<file path="src/rtl/serial_adder_pkg.sv">
// Shared definitions for the bit-serial adder: FSM state encoding and
// the derived bit-counter width.
package serial_adder_pkg;

  typedef enum logic [1:0] {
    S_IDLE  = 2'd0,
    S_SHIFT = 2'd1,
    S_DONE  = 2'd2
  } state_t;

  // Counter must be able to hold values 0..width.
  function automatic int cnt_w(input int width);
    return $clog2(width + 1);
  endfunction

endpackage

</file>
<file path="src/rtl/serial_adder_full_adder_bit.sv">
// One-bit combinational full-adder cell, shared by serial arithmetic blocks.
module full_adder_bit (
  input  logic x,
  input  logic y,
  input  logic ci,
  output logic s,
  output logic co
);

  assign s  = x ^ y ^ ci;
  assign co = (x & y) | (x & ci) | (y & ci);

endmodule

</file>
<file path="src/rtl/serial_adder.sv">
// Bit-serial adder: a + b + cin computed LSB first through one full-adder
// cell, with a start/busy/done handshake and held result registers.
module serial_adder
  import serial_adder_pkg::*;
#(
  parameter int WIDTH = 4,
  parameter int CNT_W = cnt_w(WIDTH)
) (
  input  logic             clk,
  input  logic             rst_n,
  input  logic             start,
  input  logic [WIDTH-1:0] a,
  input  logic [WIDTH-1:0] b,
  input  logic             cin,
  output logic             busy,
  output logic             done,
  output logic [WIDTH-1:0] sum,
  output logic             cout
);

  state_t             r_state;
  state_t             w_state_nxt;
  logic               w_capture;
  logic               w_last;
  logic [WIDTH-1:0]   r_a_sh;
  logic [WIDTH-1:0]   r_b_sh;
  logic [WIDTH-1:0]   r_acc;
  logic [WIDTH-1:0]   w_acc_nxt;
  logic               r_carry;
  logic [CNT_W-1:0]   r_cnt;
  logic               r_busy;
  logic               r_done;
  logic [WIDTH-1:0]   r_sum;
  logic               r_cout;
  logic               w_s;
  logic               w_co;

  full_adder_bit u_fa (
    .x  (r_a_sh[0]),
    .y  (r_b_sh[0]),
    .ci (r_carry),
    .s  (w_s),
    .co (w_co)
  );

  assign w_acc_nxt = {w_s, r_acc[WIDTH-1:1]};

  always_comb begin
    w_state_nxt = r_state;
    w_capture   = 1'b0;
    w_last      = 1'b0;
    case (r_state)
      S_IDLE: begin
        if (start) begin
          w_capture   = 1'b1;
          w_state_nxt = S_SHIFT;
        end else begin
          w_state_nxt = S_IDLE;
        end
      end
      S_SHIFT: begin
        if (r_cnt == CNT_W'(WIDTH - 1)) begin
          w_last      = 1'b1;
          w_state_nxt = S_DONE;
        end else begin
          w_state_nxt = S_SHIFT;
        end
      end
      S_DONE: begin
        if (start) begin
          w_capture   = 1'b1;
          w_state_nxt = S_SHIFT;
        end else begin
          w_state_nxt = S_IDLE;
        end
      end
      default: w_state_nxt = S_IDLE;
    endcase
  end

  // busy/done are registered from the next state so they align with r_state.
  always_ff @(posedge clk) begin
    if (!rst_n) begin
      r_state <= S_IDLE;
      r_busy  <= 1'b0;
      r_done  <= 1'b0;
    end else begin
      r_state <= w_state_nxt;
      r_busy  <= (w_state_nxt == S_SHIFT);
      r_done  <= (w_state_nxt == S_DONE);
    end
  end

  always_ff @(posedge clk) begin
    if (!rst_n) begin
      r_a_sh  <= '0;
      r_b_sh  <= '0;
      r_acc   <= '0;
      r_carry <= 1'b0;
      r_cnt   <= '0;
      r_sum   <= '0;
      r_cout  <= 1'b0;
    end else if (w_capture) begin
      r_a_sh  <= a;
      r_b_sh  <= b;
      r_carry <= cin;
      r_cnt   <= '0;
      r_acc   <= '0;
    end else if (r_state == S_SHIFT) begin
      r_a_sh  <= {1'b0, r_a_sh[WIDTH-1:1]};
      r_b_sh  <= {1'b0, r_b_sh[WIDTH-1:1]};
      r_acc   <= w_acc_nxt;
      r_carry <= w_co;
      r_cnt   <= r_cnt + CNT_W'(1);
      if (w_last) begin
        r_sum  <= w_acc_nxt;
        r_cout <= w_co;
      end else begin
        r_sum  <= r_sum;
        r_cout <= r_cout;
      end
    end else begin
      r_a_sh  <= r_a_sh;
      r_b_sh  <= r_b_sh;
      r_acc   <= r_acc;
      r_carry <= r_carry;
      r_cnt   <= r_cnt;
    end
  end

  assign busy = r_busy;
  assign done = r_done;
  assign sum  = r_sum;
  assign cout = r_cout;

endmodule

</file>
<file path="config.mk">
export PLATFORM = sky130hd
export DESIGN_NAME = serial_adder
export DESIGN_NICKNAME = d
export VERILOG_FILES = /design/src/rtl/serial_adder_pkg.sv /design/src/rtl/serial_adder_full_adder_bit.sv /design/src/rtl/serial_adder.sv
export SDC_FILE = /design/constraint.sdc
export NUM_CORES = 1
export LEC_CHECK = 0
export ABC_AREA = 1
export CAP_MARGIN = 10
export CORE_MARGIN = 4
export CORE_UTILIZATION = 49
export DETAILED_ROUTE_END_ITERATION = 6
export PLACE_DENSITY = 0.76
export SETUP_SLACK_MARGIN = 0.05
export SLEW_MARGIN = 10
export SYNTH_ARGS = -nofsm -noshare
export SYNTH_HDL_FRONTEND = slang
export SYNTH_SLANG_ARGS = --single-unit
</file>
<file path="constraint.sdc">
create_clock -name clk -period 1.6 [get_ports clk]
set_clock_uncertainty 0.05 [all_clocks]
set_input_delay 0.16 -clock clk [delete_from_list [all_inputs] [get_ports clk]]
set_output_delay 0.16 -clock clk [all_outputs]
set_load 0.05 [all_outputs]
</file>
==> summary.txt, run 1 <==
synthesis-to-finish area growth: 21.7%
hpwl dp: 1440 um
most used cell, CP: nand2_1
nets: 171
DRT antenna net count: 0
die area: 0.00282 sq mm
min-delay src: a[3]
Critical Path End Type: flip-flop
core box area: 0.00194 sq mm
status: finished, final reports clean
DR vias: 849
worst min-delay path endpoint: r_a_sh[3]$_SDFFE_PN0P_
root buf cell: clkbuf_4
reg2reg setup slack: 250 ps
vias in the first global route: 837
slowest library cell on the worst path: dfxtp_1
maximum VDD drop: 0.503 mV
Filler cells: 180
area of the multi-input gates: 410 sq um
layout cell share with drive strength beyond 1: 11.0%
GRT overflow: 0
Mapped Nets: 150
Crit Reg-Reg Endpoint: r_b_sh[1]$_SDFFE_PN0P_
Relative slew margins: 77.2%
drc violations: 0
Final Max Slew Viols: 0
port bufs: 18
row count: 16
CTS max path bufs: 2
Worst EP arrival: 1520 ps
Crit Path Max Fanout: 16
MaxCap Viol Count: 0
Max Clock Freq: 742 MHz
Worst path max stage delay: 360 ps
Die X: 53.1 um
Initial DRC Count: 24
RSZ-0062 raised after global routing: no
die height: 53.1 um
synth warn: 0
#FFs+latches synth: 24
worst hold-check path type: input pin to flip-flop
Post-Layout Cell Count: 182
final worst-path cycle share: 84.2%
Hold Buf Count CTS: 0
post-CTS setup buffers: 0
synthesized area per cell: 7.39 sq um
initial antenna violation count: 0
DR pass1 iterations: 4
Fin. Hold Viols: 0
Reg clk slew, reported paths: 120 ps
Wirelength per Cell: 10.5 um
post-CTS sizing: 0
first-pass GRT wire length: 3500 um
FF+latch area: 480 sq um
io pins: 19
Num CTS Buffers: 3
# diodes: 0
dpl cells: 178
Leakage: 0.586 nW
Worst Setup Start Kind: flip-flop
Reg2Reg Launch Point: r_state[1]$_SDFF_PN0_
total negative slack: 0 ps
Netlist Area Pre-Place: 997 sq um
routed wire length: 1910 um
final setup fails: 0
Yosys cell types: 17
H-tree depth: 1
Tmin final: 1350 ps
number of cells on the worst reg-to-reg path: 7
hold-critical path depth: 3
largest net degree at the start of global routing: 17
Starting Density: 51.4%
WP data required: 1770 ps
Cell Pwr Density: 919 mW/mm^2
Worst Tran Pin Value: 340 ps
worst skew pair latency: 310 ps
CTS tree: built
CP Cell Sequence: inv_1 > nand2_2 > nand2_1 > inv_2 > nand2_1 > nand2_1 > nor2_1
clk sinks: 24
GRT Util Overall: 16.8%
routed vias/inst: 4.66
critical path class: flip-flop to flip-flop
GP Congestion: 0.787
sequential-to-total area share from yosys stat: 48.2%
Mapped Cells: 135
[state kept, by name (all words and copies together) (netlist names), 2 cells and up]
name and count:
r_b_sh 4, r_acc 3, r_state 2, sum 4, r_cnt 3, r_a_sh 4
[Yosys cell counts (all sizes together)]
master / count / area share (%)
a21oi: 9 / 4.5
buf: 3 / 2.4
dfxtp: 24 / 48
fa: 1 / 2.0
ha: 2 / 2.5
inv: 22 / 8.3
nand2: 35 / 14
nand3: 12 / 6.0
nor2: 18 / 7.5
nor3: 2 / 1.0
o21ai: 6 / 3.0
xor2: 1 / 0.88
[stage by stage]
step | hold WS [ps] | util [%] | area, sq um | power [W] | worst slack, ps
after global routing | 342 | 62.5 | 1210 | 0.00118 | 105
after global placement | 400 | 60.6 | 1180 | 0.000813 | 171
final | 345 | 62.5 | 1210 | 0.00112 | 252
after detailed placement | 413 | 60.6 | 1180 | 0.000817 | 168
after CTS | 335 | 62.5 | 1210 | 0.00113 | 261
after floorplan | 243 | - | 997 | 0.000763 | 437
[per-layer routing]
layer  GRT usage [%]  part of all wire [%]  vias up  wire [um]
li1                -                     -      454          -
met1            22.1                    47      369        904
met2            26.7                    45       24        853
met3            2.54                   6.4        2        122
met4            8.09                   1.4        0         26
met5               0                     0        -          0
[how the worst max path moves through the flow]
| stage | from | slack (ps) | endpoint | depth (start not counted) |
|---|---|---|---|---|
| 3_5_place_dp | start | 170 | r_carry$_SDFFE_PN0P_ | 7 |
| 2_1_floorplan | r_cnt[0]$_SDFFE_PP0N_ | 440 | cout$_SDFFE_PN0P_ | 8 |
| 3_3_place_gp | start | 170 | r_carry$_SDFFE_PN0P_ | 7 |
| 5_1_grt | r_state[1]$_SDFF_PN0_ | 110 | r_b_sh[1]$_SDFFE_PN0P_ | 7 |
| 4_1_cts | r_state[1]$_SDFF_PN0_ | 260 | r_b_sh[1]$_SDFFE_PN0P_ | 7 |
| 6_report | r_state[1]$_SDFF_PN0_ | 250 | r_b_sh[1]$_SDFFE_PN0P_ | 7 |
[logic make-up (layout without fill, tap and decap cells)]
logic type                 count (synthesis)  in the layout  synth area share [%]
xor gates and xnor gates                   1              1                 0.878
buffers and inverters                     25             45                  10.7
DFF                                       24             24                  48.2
adders and majority gates                  3              3                  4.52
and+or+nand+nor                           67             67                  28.2
AOI/OAI and AO/OA                         15             15                  7.53
[critical path, delay by kind of cell, from the launching register on]
| family | cells | cell delay (ps) |
|---|---|---|
| buffers and inverters | 2 | 220 |
| and+or+nand+nor | 5 | 630 |
| DFF | 1 | 360 |
[cell type report]
type                       instances  share of cell area [%]
clock buffer                       4                    2.99
multi-input combinational         86                    33.8
timing repair buffer              19                    14.0
sequential                        24                    39.6
tap                               27                    2.78
inverter                          22                    6.80
[cells in the final DEF (no fill, tap or decap)]
cell and instances:
nor3_1 2, xor2_1 1, nand3_1 12, nand2_1 33, clkdlybuf4s50_1 11, nor2_1 17, fa_1 1, inv_2 2
o21ai_0 6, dfxtp_1 24, nand2_2 2, clkbuf_4 3, buf_4 8, clkbuf_8 1, a21oi_1 9, inv_1 20
nor2_4 1, ha_1 2
[power breakdown]
| group | switching (W) | internal, W | total [W] |
|---|---|---|---|
| Clock | 0.000173 | 0.000139 | 0.000312 |
| Combinational | 0.0000926 | 0.0000657 | 0.000158 |
| Sequential | 0.0000179 | 0.000627 | 0.000645 |
| Total | 0.000283 | 0.000832 | 0.00112 |
Note: power is estimated with default switching activity, not from simulation.
==> run 2: changes to the inputs <==
--- a/config.mk
+++ b/config.mk
@@ -8,9 +8,9 @@
 export ABC_AREA = 1
 export CAP_MARGIN = 10
 export CORE_MARGIN = 4
-export CORE_UTILIZATION = 49
+export CORE_UTILIZATION = 44
 export DETAILED_ROUTE_END_ITERATION = 6
-export PLACE_DENSITY = 0.76
+export PLACE_DENSITY = 0.72
 export SETUP_SLACK_MARGIN = 0.05
 export SLEW_MARGIN = 10
 export SYNTH_ARGS = -nofsm -noshare
==> constraint.sdc (replaced) <==
create_clock -name clk -period 1.16 [get_ports clk]
set_clock_uncertainty 0.05 [all_clocks]
set_input_delay 0.116 -clock clk [delete_from_list [all_inputs] [get_ports clk]]
set_output_delay 0.116 -clock clk [all_outputs]
set_load 0.05 [all_outputs]
==> summary.txt, run 2 (same netlist as run 1, synthesis figures left out) <==
first-pass GRT wire length: 3930 um (+12%)
DR pass1 iterations: 4 (unchanged)
core box area: 0.00206 sq mm (+6.2%)
total negative slack: -141 ps (-141 ps)
Max Clock Freq: 804 MHz (+8.4%)
Worst Setup Start Kind: flip-flop
Critical Path End Type: flip-flop
Initial DRC Count: 24 (unchanged)
GRT Util Overall: 15.8% (-1.0 points)
Die X: 55.6 um (+4.7%)
clk sinks: 24 (unchanged)
RSZ-0062 raised after global routing: yes
routed wire length: 2480 um (+30%)
Worst EP arrival: 1460 ps (-60 ps)
Tmin final: 1240 ps (-104 ps)
# diodes: 0 (unchanged)
most frequent cells in the layout: nand2_1, dfxtp_1, inv_1, nor2_1
vias in the first global route: 899 (+7.4%)
min-delay src: start
critical path class: flip-flop to flip-flop
WP data required: 1380 ps (-390 ps)
hold_ws: 212 ps (-133 ps)
number of cells on the worst reg-to-reg path: 3 (-4)
GP Congestion: 0.805 (+2.3%)
CTS max path bufs: 2 (unchanged)
worst min-delay path endpoint: r_b_sh[3]$_SDFFE_PN0P_
status: complete, but fails checks
layout cell share with drive strength beyond 1: 31.7% (+21 points)
MaxCap Viol Count: 0 (unchanged)
area of the multi-input gates: 489 sq um (+19%)
Fin. Hold Viols: 0 (unchanged)
Filler cells: 151 (-16%)
Final Max Slew Viols: 0 (unchanged)
Cell Pwr Density: 1120 mW/mm^2 (+22%)
Starting Density: 48.4% (-3.0 points)
Hold Buf Count CTS: 0 (unchanged)
H-tree depth: 1 (unchanged)
io pins: 19 (unchanged)
nets: 183 (+7.0%)
largest net degree at the start of global routing: 14 (-3)
reg2reg setup slack: -80 ps (-340 ps)
hpwl dp: 1700 um (+18%)
maximum VDD drop: 0.931 mV (+85%)
DR vias: 942 (+11%)
drc violations: 0 (unchanged)
worst hold-check path type: input pin to flip-flop
hold-critical path depth: 4 (+1)
Wirelength per Cell: 12.8 um (+22%)
Crit Path Max Fanout: 2 (-14)
die area: 0.00309 sq mm (+9.6%)
Leakage: 0.674 nW (+15%)
Worst Tran Pin Value: 240 ps (-100 ps)
final setup fails: 4 (+4)
Reg clk slew, reported paths: 130 ps (about the same)
Post-Layout Cell Count: 194 (+6.6%)
final worst-path cycle share: 107% (+23 points)
Num CTS Buffers: 3 (unchanged)
most common cell after layout, fill and taps aside: nand2_1
GRT overflow: 0 (unchanged)
initial antenna violation count: 0 (unchanged)
Reg2Reg Launch Point: r_carry$_SDFFE_PN0P_
routed vias/inst: 4.86 (+4.1%)
FF+latch area: 490 sq um (+2.1%)
dpl cells: 187 (+5.1%)
fin util: 71.8% (+9.3 points)
DRT antenna net count: 0 (unchanged)
worst skew pair latency: 320 ps (about the same)
root buf cell: clkbuf_4
row count: 16 (unchanged)
min setup slack post-route: -83.4 ps (-336 ps)
Crit Reg-Reg Endpoint: r_acc[3]$_SDFFE_PP0N_
die height: 55.6 um (+4.7%)
Power, Total: 0.00166 W (+49%)
CTS tree: built
failing checks: setup timing
port bufs: 18 (unchanged)
synthesis-to-finish area growth: 48.4%
Relative slew margins: 84.0% (+6.7 points)
[run 2: worst max-delay path: stages (launching register included)]
cell and delay (ps):
dfxtp_2 360, fa_2 600, nand2_1 70, a21oi_2 110
[run 2: cell type report]
class	instances	share of cell area (%)
multi-input combinational	87	33.1
tap	27	2.28
sequential	24	33.1
timing repair buffer	30	23.2
inverter	22	5.92
clock buffer	4	2.45
[run 2: repair_timing]
| action | in CTS | in global routing |
|---|---|---|
| buffers inserted | 0 | 2 |
| cloned | 0 | 1 |
| pin swaps | 3 | 3 |
| gates resized for setup | 9 | 17 |
| endpoints found under the setup margin | 19 | 19 |
| endpoints found under the hold margin | 0 | 0 |
[run 2: how the worst max path moves through the flow]
| stage | startpoint | endpoint | slack [ps] |
|---|---|---|---|
| floorplan | r_a_sh[0]$_SDFFE_PN0P_ | r_acc[3]$_SDFFE_PP0N_ | 50 |
| global placement | start | r_a_sh[0]$_SDFFE_PN0P_ | -220 |
| detailed placement | start | r_a_sh[0]$_SDFFE_PN0P_ | -230 |
| CTS | r_a_sh[0]$_SDFFE_PN0P_ | r_acc[3]$_SDFFE_PP0N_ | -50 |
| global route | r_carry$_SDFFE_PN0P_ | r_acc[3]$_SDFFE_PP0N_ | -90 |
| finish | r_carry$_SDFFE_PN0P_ | r_acc[3]$_SDFFE_PP0N_ | -80 |
[run 2: metal layers]
layer / GRT usage, % / wire length [um] / share of wire [%] / up-vias
met1: 19.8 / 1140 / 46 / 439
met4: 6.25 / 27 / 1.1 / 0
met3: 3.02 / 91 / 3.7 / 3
li1: - / - / - / 479
met5: 0 / 0 / 0 / -
met2: 26.4 / 1220 / 49 / 21
[run 2: power breakdown]
group | switching [W] | total (W) | internal [W]
sequential | 0.0000335 | 0.000900 | 0.000867
clock | 0.000263 | 0.000456 | 0.000192
combinational | 0.000163 | 0.000306 | 0.000143
[run 2: metrics by stage]
step / setup slack [ps] / instance area, sq um
global route: -89.4 / 1480
floorplan: 45.4 / 1020
global placement: -224 / 1350
detailed placement: -234 / 1350
finish: -83.4 / 1480
CTS: -45.0 / 1420
==> run 3: changes to the inputs <==
--- a/config.mk
+++ b/config.mk
@@ -8,9 +8,9 @@
 export ABC_AREA = 1
 export CAP_MARGIN = 10
 export CORE_MARGIN = 4
-export CORE_UTILIZATION = 44
+export CORE_UTILIZATION = 53
 export DETAILED_ROUTE_END_ITERATION = 6
-export PLACE_DENSITY = 0.72
+export PLACE_DENSITY = 0.81
 export SETUP_SLACK_MARGIN = 0.05
 export SLEW_MARGIN = 10
 export SYNTH_ARGS = -nofsm -noshare
==> constraint.sdc (replaced) <==
create_clock -name clk -period 1.5 [get_ports clk]
set_clock_uncertainty 0.05 [all_clocks]
set_input_delay 0.15 -clock clk [delete_from_list [all_inputs] [get_ports clk]]
set_output_delay 0.15 -clock clk [all_outputs]
set_load 0.05 [all_outputs]
==> summary.txt, run 3 (same netlist as run 1, synthesis figures left out) <==
root buf cell: clkbuf_4
worst hold-check path type: input pin to flip-flop
Power, Total: 0.00114 W (-32%)
Die X: 51.4 um (-7.6%)
GRT overflow: 0 (unchanged)
synthesis-to-finish area growth: 21.6%
routed wire length: 1990 um (-20%)
largest net degree at the start of global routing: 15 (+1)
Max Used Layer: met4
die height: 51.4 um (-7.6%)
Filler cells: 152 (+0.66%)
number of cells on the worst reg-to-reg path: 7 (+4)
CTS max path bufs: 2 (unchanged)
Fin. Hold Viols: 0 (unchanged)
hold-critical path depth: 3 (-1)
Wirelength per Cell: 11.0 um (-14%)
WP depth: 7 (+4)
reg2reg setup slack: 210 ps (+290 ps)
DR vias: 876 (-7.0%)
Leakage: 0.589 nW (-13%)
Worst path max stage delay: 370 ps (-230 ps)
maximum VDD drop: 0.646 mV (-31%)
met3 wire length: 94 um (+3.3%)
status: finished, final reports clean
CTS tree: built
Crit Path Max Fanout: 5 (+3)
critical path class: flip-flop to flip-flop
Hold Buf Count CTS: 0 (unchanged)
WP data required: 1660 ps (+280 ps)
GP Congestion: 0.750 (-6.9%)
dpl cells: 178 (-4.8%)
RSZ-0062 raised after global routing: no
Tmin final: 1290 ps (+47.5 ps)
min-delay src: b[3]
# diodes: 0 (unchanged)
Final Max Slew Viols: 0 (unchanged)
post-CTS setup buffers: 0 (unchanged)
drc violations: 0 (unchanged)
Post-Layout Cell Count: 181 (-6.7%)
first-pass GRT wire length: 3290 um (-16%)
Reg2Reg Launch Point: r_cnt[0]$_SDFFE_PP0N_
Max Clock Freq: 775 MHz (-3.7%)
routed vias/inst: 4.84 (-0.33%)
Cell Pwr Density: 936 mW/mm^2 (-17%)
Initial DRC Count: 11 (-54%)
Critical Path End Type: flip-flop
M1 WL: 882 um (-23%)
nets: 173 (-5.5%)
slowest library cell on the worst path: dfxtp_1
initial antenna violation count: 0 (unchanged)
vias in the first global route: 816 (-9.2%)
post-CTS sizing: 0 (-9)
hpwl dp: 1540 um (-9.6%)
MaxCap Viol Count: 0 (unchanged)
total negative slack: 0 ps (+141 ps)
Worst EP arrival: 1450 ps (about the same)
CP Buf/Inv Count: 2 (+2)
GRT Util Overall: 16.8% (+1.0 points)
final worst-path cycle share: 86.1% (-21 points)
Worst Tran Pin Value: 328 ps (+87.9 ps)
Starting Density: 57.1% (+8.8 points)
core box area: 0.00175 sq mm (-15%)
row count: 15 (-1)
Worst Setup Start Kind: flip-flop
DR pass1 iterations: 4 (unchanged)
CP Cell Sequence: ha_1 > ha_1 > inv_1 > nor2_4 > inv_1 > nor2_1 > nor2_1
DR WL met2: 959 um (-21%)
io pins: 19 (unchanged)
worst skew pair latency: 310 ps (about the same)
layout cell share with drive strength beyond 1: 11.5% (-20 points)
crit path from: r_cnt[0]$_SDFFE_PP0N_
most common cell after layout, fill and taps aside: nand2_1
port bufs: 18 (unchanged)
H-tree depth: 1 (unchanged)
final setup fails: 0 (-4)
Num CTS Buffers: 3 (unchanged)
clk sinks: 24 (unchanged)
most frequent cells in the layout: nand2_1, dfxtp_1, inv_1, nor2_1, nand3_1
DRT antenna net count: 0 (unchanged)
die area: 0.00264 sq mm (-15%)
CP top delay family: flip-flops
Reg clk slew, reported paths: 120 ps (about the same)
Relative slew margins: 78.1% (-5.9 points)
## run 3: cell count changes in the layout (fill, tap and decap cells not counted), sizes merged
cell           change
clkdlybuf4s50      +1
dlymetal6s2s       -1
nand2              -1
clkbuf             -1
buf                -9
## run 3: metal layers
layer  GRT usage, %  vias to the layer above
li1               -                      458
met1           18.4                      389
met2           29.7                       24
met3           2.92                        5
met4           10.0                        0
met5              0                        -
## run 3: final cells by class
cell class                 count  area (sq um)  area share, %
sequential                    24           480           39.6
multi-input combinational     86           410           33.8
timing repair buffer          21           185           15.3
inverter                      22          82.6           6.81
tap                           25          31.3           2.58
clock buffer                   3          22.5           1.86
## run 3: path summary, 6_finish.rpt
| check | to |
|---|---|
| setup / recovery | sum[0]$_SDFFE_PN0P_ |
| hold reg to reg | sum[1]$_SDFFE_PN0P_ |
| hold / removal | r_b_sh[3]$_SDFFE_PN0P_ |
| setup reg to reg | sum[0]$_SDFFE_PN0P_ |
## run 3: report_power, final
group	internal, W	switching (W)	total [W]
clock	0.0000939	0.000177	0.000271
sequential	0.000669	0.0000200	0.000689
combinational	0.0000743	0.000101	0.000175
total	0.000837	0.000298	0.00114
## run 3: per-stage QoR
step	hold WS (ps)	cell area [sq um]	util, %	setup slack, ps
after global placement	395	1190	68.2	150
after floorplan	233	997	-	337
after CTS	362	1210	69.5	193
after global routing	380	1210	69.5	92.1
after detailed placement	406	1190	68.2	99.8
final	360	1210	69.5	209
## run 3: worst register-to-register path, stage by stage (launching register included)
cell	delay, ps
dfxtp_1	370
ha_1	150
ha_1	130
inv_1	80
nor2_4	130
inv_1	100
nor2_1	130
nor2_1	60
